File: src/rtl/mux2_arb_pkg.sv
// Shared types and constants for the two-source round-robin mux arbiter.
// The state codes double as the one-hot grant vector.
package mux2_arb_pkg;

    typedef enum logic [1:0] {
        IDLE = 2'b00,
        G0   = 2'b01,
        G1   = 2'b10
    } arb_state_e;

    localparam logic SEL_SRC0 = 1'b0;
    localparam logic SEL_SRC1 = 1'b1;

endpackage

File: src/rtl/arb_mux2.sv
// Combinational WIDTH-bit 2:1 mux with an enable.
// The output is forced to zero while the enable is low.
module arb_mux2
    import mux2_arb_pkg::*;
#(
    parameter int WIDTH = 10
) (
    input  logic             en,
    input  logic             sel,
    input  logic [WIDTH-1:0] a,
    input  logic [WIDTH-1:0] b,
    output logic [WIDTH-1:0] y
);

    assign y = en ? ((sel == SEL_SRC1) ? b : a) : '0;

endmodule

File: src/rtl/mux2_rr_arbiter.sv
// Two-requester round-robin arbiter that owns the select of a shared 2:1 mux.
// An owner keeps the grant until it releases, or for MAX_HOLD cycles while the other side waits.
module mux2_rr_arbiter
    import mux2_arb_pkg::*;
#(
    parameter int WIDTH    = 10,
    parameter int MAX_HOLD = 4
) (
    input  logic             clk,
    input  logic             resetn,
    input  logic [1:0]       req,
    input  logic [WIDTH-1:0] din0,
    input  logic [WIDTH-1:0] din1,
    output logic [1:0]       grant,
    output logic             sel,
    output logic [WIDTH-1:0] dout,
    output logic             busy
);

    localparam int CW = (MAX_HOLD > 1) ? $clog2(MAX_HOLD) : 1;
    localparam logic [CW-1:0] CNT_MAX = CW'(MAX_HOLD - 1);

    arb_state_e    state_q, state_d;
    logic [CW-1:0] cnt_q, cnt_d;
    logic          last_q, last_d;

    // last_q resets to 1 so that source 0 wins the first tie.
    always_ff @(posedge clk or negedge resetn) begin
        if (!resetn) begin
            state_q <= IDLE;
            cnt_q   <= '0;
            last_q  <= 1'b1;
        end else begin
            state_q <= state_d;
            cnt_q   <= cnt_d;
            last_q  <= last_d;
        end
    end

    always_comb begin
        state_d = state_q;
        cnt_d   = cnt_q;
        last_d  = last_q;

        case (state_q)
            IDLE: begin
                if (req == 2'b01)      state_d = G0;
                else if (req == 2'b10) state_d = G1;
                else if (req == 2'b11) state_d = last_q ? G0 : G1;
            end
            G0: begin
                if (!req[0])                        state_d = req[1] ? G1 : IDLE;
                else if (req[1] && cnt_q == CNT_MAX) state_d = G1;
            end
            G1: begin
                if (!req[1])                        state_d = req[0] ? G0 : IDLE;
                else if (req[0] && cnt_q == CNT_MAX) state_d = G0;
            end
            default: state_d = IDLE;
        endcase

        // Any state change restarts the hold count; staying in a grant counts up and saturates.
        if (state_d != state_q) begin
            cnt_d = '0;
            if (state_d == G0)      last_d = 1'b0;
            else if (state_d == G1) last_d = 1'b1;
        end else if (state_q != IDLE && cnt_q != CNT_MAX) begin
            cnt_d = cnt_q + CW'(1);
        end
    end

    assign grant = state_q;
    assign sel   = (state_q == G1) ? SEL_SRC1 : SEL_SRC0;
    assign busy  = (state_q != IDLE);

    arb_mux2 #(
        .WIDTH (WIDTH)
    ) u_mux (
        .en  (busy),
        .sel (sel),
        .a   (din0),
        .b   (din1),
        .y   (dout)
    );

endmodule

File: config.mk
export PLATFORM = sky130hd
export DESIGN_NAME = mux2_rr_arbiter
export DESIGN_NICKNAME = d
export VERILOG_FILES = /design/src/rtl/mux2_arb_pkg.sv /design/src/rtl/arb_mux2.sv /design/src/rtl/mux2_rr_arbiter.sv
export SDC_FILE = /design/constraint.sdc
export NUM_CORES = 1
export LEC_CHECK = 0
export CAP_MARGIN = 0
export CELL_PAD_IN_SITES_DETAIL_PLACEMENT = 1
export CELL_PAD_IN_SITES_GLOBAL_PLACEMENT = 2
export CORE_AREA = 8 8 67 69
export CTS_CLUSTER_SIZE = 16
export DETAILED_ROUTE_END_ITERATION = 12
export DIE_AREA = 0 0 75 77
export PLACE_DENSITY_LB_ADDON = 0.1
export SYNTH_ARGS = -nofsm -noshare
export SYNTH_HDL_FRONTEND = slang
export SYNTH_SLANG_ARGS = --single-unit
export TNS_END_PERCENT = 100
File: constraint.sdc
create_clock -name clk -period 1.6 [get_ports clk]
set_input_delay 0.16 -clock clk [delete_from_list [all_inputs] [get_ports clk]]
set_output_delay 0.16 -clock clk [all_outputs]
set_load 0.01 [all_outputs]
# --- Yosys cells after proc, flatten, opt, wreduce, memory -nomap -nowiden ---
# Cells that the tools add are included.
word_totals:
  out_inout_bits: 14
  register_bits: 5
  inputBits: 24
classes:
  n_eq_ne: 10
  n_reduce_logical: 8
  muxes: 18
  add_sub_neg: 1
op_table:
  columns: ["op", "count"]
  rows:
  - ["2-bit 2-to-1 mux", 11]
  - ["10-bit 2-to-1 mux", 2]
  - ["2-bit == test (second input constant)", 5]
  - ["2-bit by 1-bit == test with 1-bit output (second input constant)", 3]
  - ["2-bit one-hot mux with 3 select lines", 1]
  - ["2-bit nonzero test", 3]
  - ["1-bit 2-to-1 mux", 4]
  - ["1-bit logical AND", 3]
  - ["2-bit by 1-bit adder with 2-bit output (second input constant)", 1]
  - ["2-bit zero test", 1]
  - ["2-bit inequality test", 1]
  - ["2-bit inequality test (second input constant)", 1]
  - ["2-bit AND reduction", 1]

# --- Longest topological paths before layout ---
# Gate-level depths: netlist of run 1.
depth:
  depth_word: 8
  mapped_depth: 9

# --- Hierarchy ---
# A second synthesis of run 1 with hierarchy kept.
unflattened:
  hier_cells: 56
  hier_area_um2: 499.2
by_module_without_submodules:
  columns: ["module", "seq_area_each_um2", "area_per_inst_um2", "n_inst", "cells_per_inst"]
  rows:
  - ["mux2_rr_arbiter", 126.4, 325.3, 1, 35]
  - ["arb_mux2", 0.0, 173.9, 1, 21]

# --- Least setup slack after synthesis of run 1 ---
# OpenSTA, ideal clock, no wires.
synth_path:
  path_kind: "register -> register"
  startpoint: "register cnt_q[0]"
  endpoint: "register last_q"
  path_buffers: 0
  arrival_ps: 1727
  required_time_ps: 1525
  path_stages_with_launch: 9
  period_less_slack_ps: 1802
  setup_slack_ps: -202
  path_cell_list: "dfrtp_1 -> ha_1 -> mux2_2 -> o21ai_2 -> nand3_1 -> ha_1 -> inv_1 -> o211ai_1 -> mux2i_1"
synth_via:
  elab_chain_len: 8
  word_cells_on_any_way: 14
  classes_between: "eq/ne (4); mux (6); reduce/logical (4)"
synth_rtl:
  columns: ["item", "line_no", "rtl"]
  rows:
  - ["start: declaration", "mux2_rr_arbiter.sv:24", "logic [CW-1:0] cnt_q, cnt_d;"]
  - ["start signal: assignment", "mux2_rr_arbiter.sv:35", "cnt_q <= cnt_d;"]
  - ["2-bit == test *", "mux2_rr_arbiter.sv:53, mux2_rr_arbiter.sv:57", null]
  - ["1-bit logical AND, on equally long branches", "mux2_rr_arbiter.sv:57, mux2_rr_arbiter.sv:53", null]
  - ["2-bit 2-to-1 mux, on equally long branches", "mux2_rr_arbiter.sv:57, mux2_rr_arbiter.sv:53", null]
  - ["2-bit 2-to-1 mux, on equally long branches", "mux2_rr_arbiter.sv:56, mux2_rr_arbiter.sv:52", null]
  - ["2-bit one-hot mux with 3 select lines *", "mux2_rr_arbiter.sv:45", "case (state_q)"]
  - ["2-bit by 1-bit == test with 1-bit output or 2-bit == test (tied branches)", "mux2_rr_arbiter.sv:65, mux2_rr_arbiter.sv:66", null]
  - ["2-bit nonzero test (no line)", null, null]
  - ["2-bit AND reduction (no line)", null, null]
  - ["end signal: assignment", "mux2_rr_arbiter.sv:36", "last_q <= last_d;"]
  - ["end: declaration", "mux2_rr_arbiter.sv:25", "logic last_q, last_d;"]
# Mark *: on every way between the ends. The rest lies on a longest branch, timed or not.
# A chain may end at the register's enable or synchronous reset.

# --- Worst setup path in the final report of run 1 ---
# Same ends and word-level chain as after synthesis.

==> flow_summary.yaml, run 1 <==
synthesis:
  synthDistinctLibCells: 26
  synth_area_leaders: "dfrtp_1 (22%), a22o_1 (19%), dfstp_2 (5.7%)"
  synth_ff_type: "dfrtp_1"
  synth_top_area_frac: 0.218
  synth_edf_count: 0
  synth.cell_area_um2: 459
  syn_inst: 51
  ys_warn_count: 0
  synth_top_area_cell: "dfrtp_1"
  ys_seq_elements: 5
  synth-async-reset-ratio: 1.00
  synth.net_count: 77
  ys_seq_area_frac: 0.275
  avgSynthCellArea_um2: 9.00
cts:
  htreeDepth: 1
  cts_sinks: 5
  clkLatencyLatePin_ns: 0.24
  cts_buffer_depth: 2
  cts_root_buffer: "clkbuf_4"
  cts_buffers: 3
  cts_tree: "yes"
  path_clk_slew_ns: 0.05
sta:
  whs_ns: 0.148
  fin_crit_sh: 1.11
  timing.final.ws_setup_ns: -0.175
  period_needed_ns: 1.78
  final-hold-violation-count: 0
  timing.fmax_ghz: 0.563
  slew_viol_final: 0
  slew_headroom: 0.811
  setup_viol: 1
  rsz0062_at_grt: "true"
  worstMarginPinSlew_ns: 0.281
  finalClockSkew_ns: 0.00371
critical_path:
  endpoint_kind: "flip-flop"
  cp-start-kind: "flip-flop"
  r2r_end: "last_q"
  path_max_fanout: 6
  regToRegSetupSlack_ns: -0.18
  reg2regPathDepth: 8
  critPathLaunch: "cnt_q[0]"
  r2r-start: "cnt_q[0]"
  crit_type: "reg2reg"
  arrival_ns: 1.94
  endpoint: "last_q"
  critPathRequiredTime_ns: 1.77
route:
  wl_per_cell_um: 13.8
  wirelength_um: 2100
  drt.antenna.violating_nets: 0
  vias: 609
  vias_per_cell: 4.01
  dr.pass1.iters: 3
  drt_iter0_drc: 6
  route.detailed.drc: 0
die:
  initial_core_util: 0.131
  dieWidth_um: 75
  row_count: 22
  die_area_um2: 5780
  core_area_um2: 3500
  pin_count: 38
  die_y_um: 77
global_route:
  first_global_vias: 645
  globalRouteMet2Util: 0.106
  grt_use_total: 0.0728
  met3_usage: 0.0312
  use_met1: 0.0849
  antenna_found_initial: 0
  grt_max_degree: 11
  grt_pass1_wl_um: 3170
  overflow: 0
  grt_busiest_layer: "met2"
worst_hold_path:
  hold_path.class: "in2async"
flow_run:
  max-cap-violations: 0
finish:
  syn2layout_area_growth_pct: 115
  post-route-cell-area_um2: 988
  postLayoutCoreUtil: 0.283
  drive_gt1_frac: 0.385
  n_antenna_cell: 0
  nFillCells: 434
  fin_nets: 131
  fin_cells: 152
placement:
  dp_hpwl_um: 1650
  placed_cells: 144
  gp_congestion: 0.713
  io_buffers: 37
  dpl_cell_area_um2: 963
run_status:
  violations: "negative setup slack"
  status: "finished, violations left"
power:
  powerDensity_nw_per_um2: 908
  ir_drop_uv: 481
  p_leak_uw: 0.000453
[through the flow]
step	setup WS, ns	TNS [ns]	total power [uW]
after floorplan	-0.101	-0.101	467
after global placement	-0.139	-0.754	757
after detailed placement	-0.191	-0.701	764
after CTS	-0.194	-0.194	908
after global routing	-0.266	-0.266	979
final	-0.175	-0.175	897
[sequential cells by signal (all words and copies together), names as in the netlist]
name	cells
last_q	1
cnt_q	2
grant	2
[cell type report]
type	count	area, um2	area share
inverters	2	7.51	0.00759
clock buffers	4	26.3	0.0266
flip-flops and latches	5	129	0.130
well taps	48	60.1	0.0608
repair buffers	53	445	0.451
multi-input cells	40	320	0.324
[cell usage in the layout, fill, tap and decap left out]
| cell type | count |
|---|---|
| dlygate4sd2_1 | 2 |
| a22o_1 | 10 |
| nor2_1 | 3 |
| ha_1 | 1 |
| a21oi_2 | 2 |
| clkdlybuf4s15_1 | 1 |
| nand4b_1 | 1 |
| a31oi_1 | 1 |
| mux2i_1 | 2 |
| dfrtp_1 | 2 |
| buf_4 | 14 |
| or2_4 | 1 |
| a211oi_1 | 1 |
| nand2b_2 | 1 |
| mux2_4 | 1 |
| nor2b_4 | 1 |
| o211ai_1 | 1 |
| clkbuf_1 | 1 |
| nor3_1 | 2 |
| and3_1 | 1 |
| ha_4 | 1 |
| o21ai_2 | 1 |
| dfrtp_2 | 2 |
| dfstp_2 | 1 |
| inv_1 | 2 |
| clkdlybuf4s50_1 | 24 |
| nand2_1 | 4 |
| clkbuf_2 | 10 |
| xor2_1 | 1 |
| a21oi_1 | 2 |
| nand3_1 | 1 |
| buf_6 | 2 |
| clkbuf_4 | 3 |
| or2_1 | 1 |
[cell usage after synthesis (2+ instances only)]
master and count:
a21oi_1 3, ha_1 2, nor2_1 3, a22o_1 10, dfrtp_1 4, buf_6 2
inv_1 2, nand2_1 4, mux2i_1 2, buf_2 2, nor3_1 2
[worst max-delay path, cell delays in order (launching register included)]
cell      delay (ns)
dfrtp_1         0.40
ha_4            0.19
mux2_4          0.30
o21ai_2         0.12
nand3_1         0.08
ha_1            0.28
inv_1           0.04
o211ai_1        0.09
mux2i_1         0.21
[routing by layer]
layer  wire [um]  part of all wire
met2         844              0.40
met1        1040              0.50
met3         168             0.080
met5           0                 0
met4          47             0.022
[worst min-delay path by stage]
stage	from	to	slack [ns]	depth (start not counted)
after detailed placement	resetn	cnt_q[0]	0.42	1
after floorplan	resetn	cnt_q[0]	-0.14	0
after global placement	resetn	grant[1]	0.42	1
final	resetn	grant[0]	0.15	1
after CTS	resetn	cnt_q[0]	0.16	1
after global routing	resetn	cnt_q[0]	0.17	1
[repair_timing]
action / CTS / global route
setup endpoints to repair: 15 / 11
gates cloned: 1 / 0
hold buffers: 0 / 0
gates resized for setup: 21 / 22
pin swaps: 1 / 0
setup buffers: 2 / 1
[cells by family (layout without fill, tap and decap cells)]
| group | count (synthesis) | after routing | synth area share |
|---|---|---|---|
| and+or+nand+nor | 16 | 16 | 0.188 |
| AOI/OAI and AO/OA | 18 | 18 | 0.308 |
| adders and majority gates | 2 | 2 | 0.0545 |
| xor gates and xnor gates | 1 | 1 | 0.0191 |
| DFF | 5 | 5 | 0.275 |
| buffers and inverters | 6 | 59 | 0.0872 |
| muxes | 3 | 3 | 0.0681 |
[where the power goes]
part	internal (uW)	total [uW]	switching [uW]
Sequential	168	194	25.4
Clock	94.4	148	53.7
Combinational	313	555	242
(Power assumes the default switching activity.)
==> run 2, diff against run 1 <==
--- a/config.mk
+++ b/config.mk
@@ -15,5 +15,6 @@
 export PLACE_DENSITY_LB_ADDON = 0.1
 export SYNTH_ARGS = -nofsm -noshare
 export SYNTH_HDL_FRONTEND = slang
+export SYNTH_HIERARCHICAL = 1
 export SYNTH_SLANG_ARGS = --single-unit
 export TNS_END_PERCENT = 100
==> run 2 against run 1 <==
Effect of this change:
- the run still ends with negative setup slack left
- routed wire length rose by 0.76%
- core utilization rose by 3.4 points
- global-route usage rose by 0.21 points
- critical endpoint unchanged
==> flow_summary.yaml, run 2 <==
route:
  highest_layer: "met4"
  route.detailed.drc: 0
  met3_wirelength_um: 237
  vias: 646
  dr.pass1.iters: 4
  wl_met2_um: 931
  wirelength_um: 2120
  drt.antenna.violating_nets: 0
  wl_per_cell_um: 12.8
  vias_per_cell: 3.89
  drt_iter0_drc: 3
  drt-met1-wl_um: 939
critical_path:
  crit_type: "reg2reg"
  endpoint_kind: "flip-flop"
  reg2regPathDepth: 8
  critPathRequiredTime_ns: 1.77
  path_max_fanout: 3
  arrival_ns: 1.94
  cp-start-kind: "flip-flop"
synthesis:
  synth_xor_area_frac: 0.0175
  synth_top_family_by_area: "simple AND/OR/NAND/NOR gates"
  syn_inst: 56
  synth_mux_area_frac: 0.283
  synth.cell_area_um2: 499
  synth-simple-area-share: 0.283
  synthAdderAreaFrac: 0.0501
  synth_top_area_cell: "mux2i_1"
  ys_seq_elements: 5
  synth_area_leaders: "mux2i_1 (26%), dfrtp_1 (20%), nor2b_1 (14%)"
  synth_edf_count: 0
  synth_ff_type: "dfrtp_1"
  synth.net_count: 82
  synth-async-reset-ratio: 1.00
  synth_top_area_frac: 0.261
  synth_common_cells: "mux2i_1 (13), nor2b_1 (11), nand2_1 (5), a21oi_1 (4), dfrtp_1 (4)"
  synth-compound-area-share: 0.0827
  synth.most_common_cell: "mux2i_1"
  avgSynthCellArea_um2: 8.91
  ys_seq_area_frac: 0.253
  ys_warn_count: 6
  synthDistinctLibCells: 22
power:
  comb_power_share: 0.636
  internal_power_uw: 601
  p_switching_uw: 300
  power_frac_seq: 0.207
  p_leak_uw: 0.000513
  swShare: 0.333
  power_uw: 901
  powerDensity_nw_per_um2: 815
  clockPowerShare: 0.158
  ir_drop_uv: 341
sta:
  timing.fmax_ghz: 0.564
  slew_viol_final: 0
  timing.final.ws_setup_ns: -0.173
  worstMarginPinSlew_ns: 0.248
  slew_headroom: 0.834
  finalClockSkew_ns: 0.00113
  fin_crit_sh: 1.11
  rsz0062_at_grt: "true"
  final-hold-violation-count: 0
  setup_viol: 6
  period_needed_ns: 1.77
finish:
  postLayoutCoreUtil: 0.316
  syn2layout_area_growth_pct: 122
  drive_gt1_frac: 0.373
  layout_commonest_cell: "clkdlybuf4s50_1"
  fin_nets: 145
  nFillCells: 431
  layout_common_cells: "clkdlybuf4s50_1 (24), buf_4 (18), mux2i_1 (13)"
  n_antenna_cell: 0
run_status:
  violations: "negative setup slack"
  status: "finished, violations left"
cts:
  cts_root_buffer: "clkbuf_4"
  cts_sinks: 5
  clkLatencyLatePin_ns: 0.24
  cts_tree: "yes"
  holdBufCountCts: 0
  cts_buffers: 3
  cts_buffer_depth: 2
  htreeDepth: 1
  path_clk_slew_ns: 0.04
global_route:
  overflow: 0
  first_global_vias: 693
  grt_pass1_wl_um: 3380
  antenna_found_initial: 0
  grt_max_degree: 12
  grt_use_total: 0.0748
die:
  core_area_um2: 3500
  pin_count: 38
  initial_core_util: 0.143
  die_y_um: 77
  die_area_um2: 5780
  dieWidth_um: 75
  row_count: 22
worst_hold_path:
  hold_path.class: "in2async"
placement:
  io_buffers: 37
  gp_congestion: 0.644
  place_ws_ns: -0.169
  dp_hpwl_um: 1710
flow_run:
  max-cap-violations: 0
==> run 2: cell types whose count changed after synthesis, moves of 2 or more <==
cell / before / now
o21ai_1: 0 / 2
nor2b_1: 1 / 11
mux2i_1: 2 / 13
nor2_1: 3 / 1
buf_2: 2 / 0
a22o_1: 10 / 0
==> run 2: area by class of cell <==
class                      count  area [um2]  area share
timing repair buffer          59         503       0.455
inverter                       1        3.75     0.00339
sequential                     5         128       0.115
clock buffer                   4        26.3      0.0238
tap                           48        60.1      0.0543
multi-input combinational     49         385       0.348
==> run 2: stage by stage <==
stage	hold slack (ns)	instance area [um2]	instances	setup TNS, ns
after floorplan	-0.136	519	56	-0.110
after global placement	0.409	1050	155	-1.11
after detailed placement	0.415	1050	155	-1.17
after CTS	0.158	1090	165	-0.181
after global routing	0.161	1110	166	-1.28
final	0.153	1110	166	-0.396
==> run 2: critical path, cell delays in order (launching register included) <==
cell and delay (ns):
dfrtp_1 0.40, ha_4 0.19, mux2_4 0.30, o21ai_2 0.12, nand3_1 0.08, ha_1 0.27
a21oi_1 0.11, o21ai_1 0.09, mux2i_1 0.14
==> run 2: logic make-up after synthesis <==
group                      after synthesis
buffers and inverters                    2
DFF                                      5
xor gates and xnor gates                 1
adders and majority gates                2
muxes                                   14
AOI/OAI and AO/OA                        8
and+or+nand+nor                         24
==> run 2: per-layer routing <==
layer,vias to the layer above,track usage
li1,318,-
met1,297,0.0812
met2,29,0.123
met3,2,0.0390
met4,0,0.0176
met5,-,0
==> run 2: timing repair <==
action,4_1_cts,5_1_grt
resized for setup,49,3
pin swaps,3,0
setup endpoints to repair,13,8
buffers inserted,6,1
==> run 2: final timing paths <==
kind                       slack [ns]       end      from
max reg2reg                     -0.17    last_q  cnt_q[0]
max                             -0.17    last_q  cnt_q[0]
max in group asynchronous        1.19    last_q    resetn
min                              0.15  cnt_q[0]    resetn
min reg2reg                      0.51    last_q    last_q
min in group clk                 0.51    last_q    last_q
==> run 2: power groups by stage <==
stage               registers (uW)  logic, uW  clock network, uW
floorplan                      192        252                  0
global placement               189        569                  0
detailed placement             188        571                  0
CTS                            188        577                150
global route                   191        626                163
finish                         186        573                142
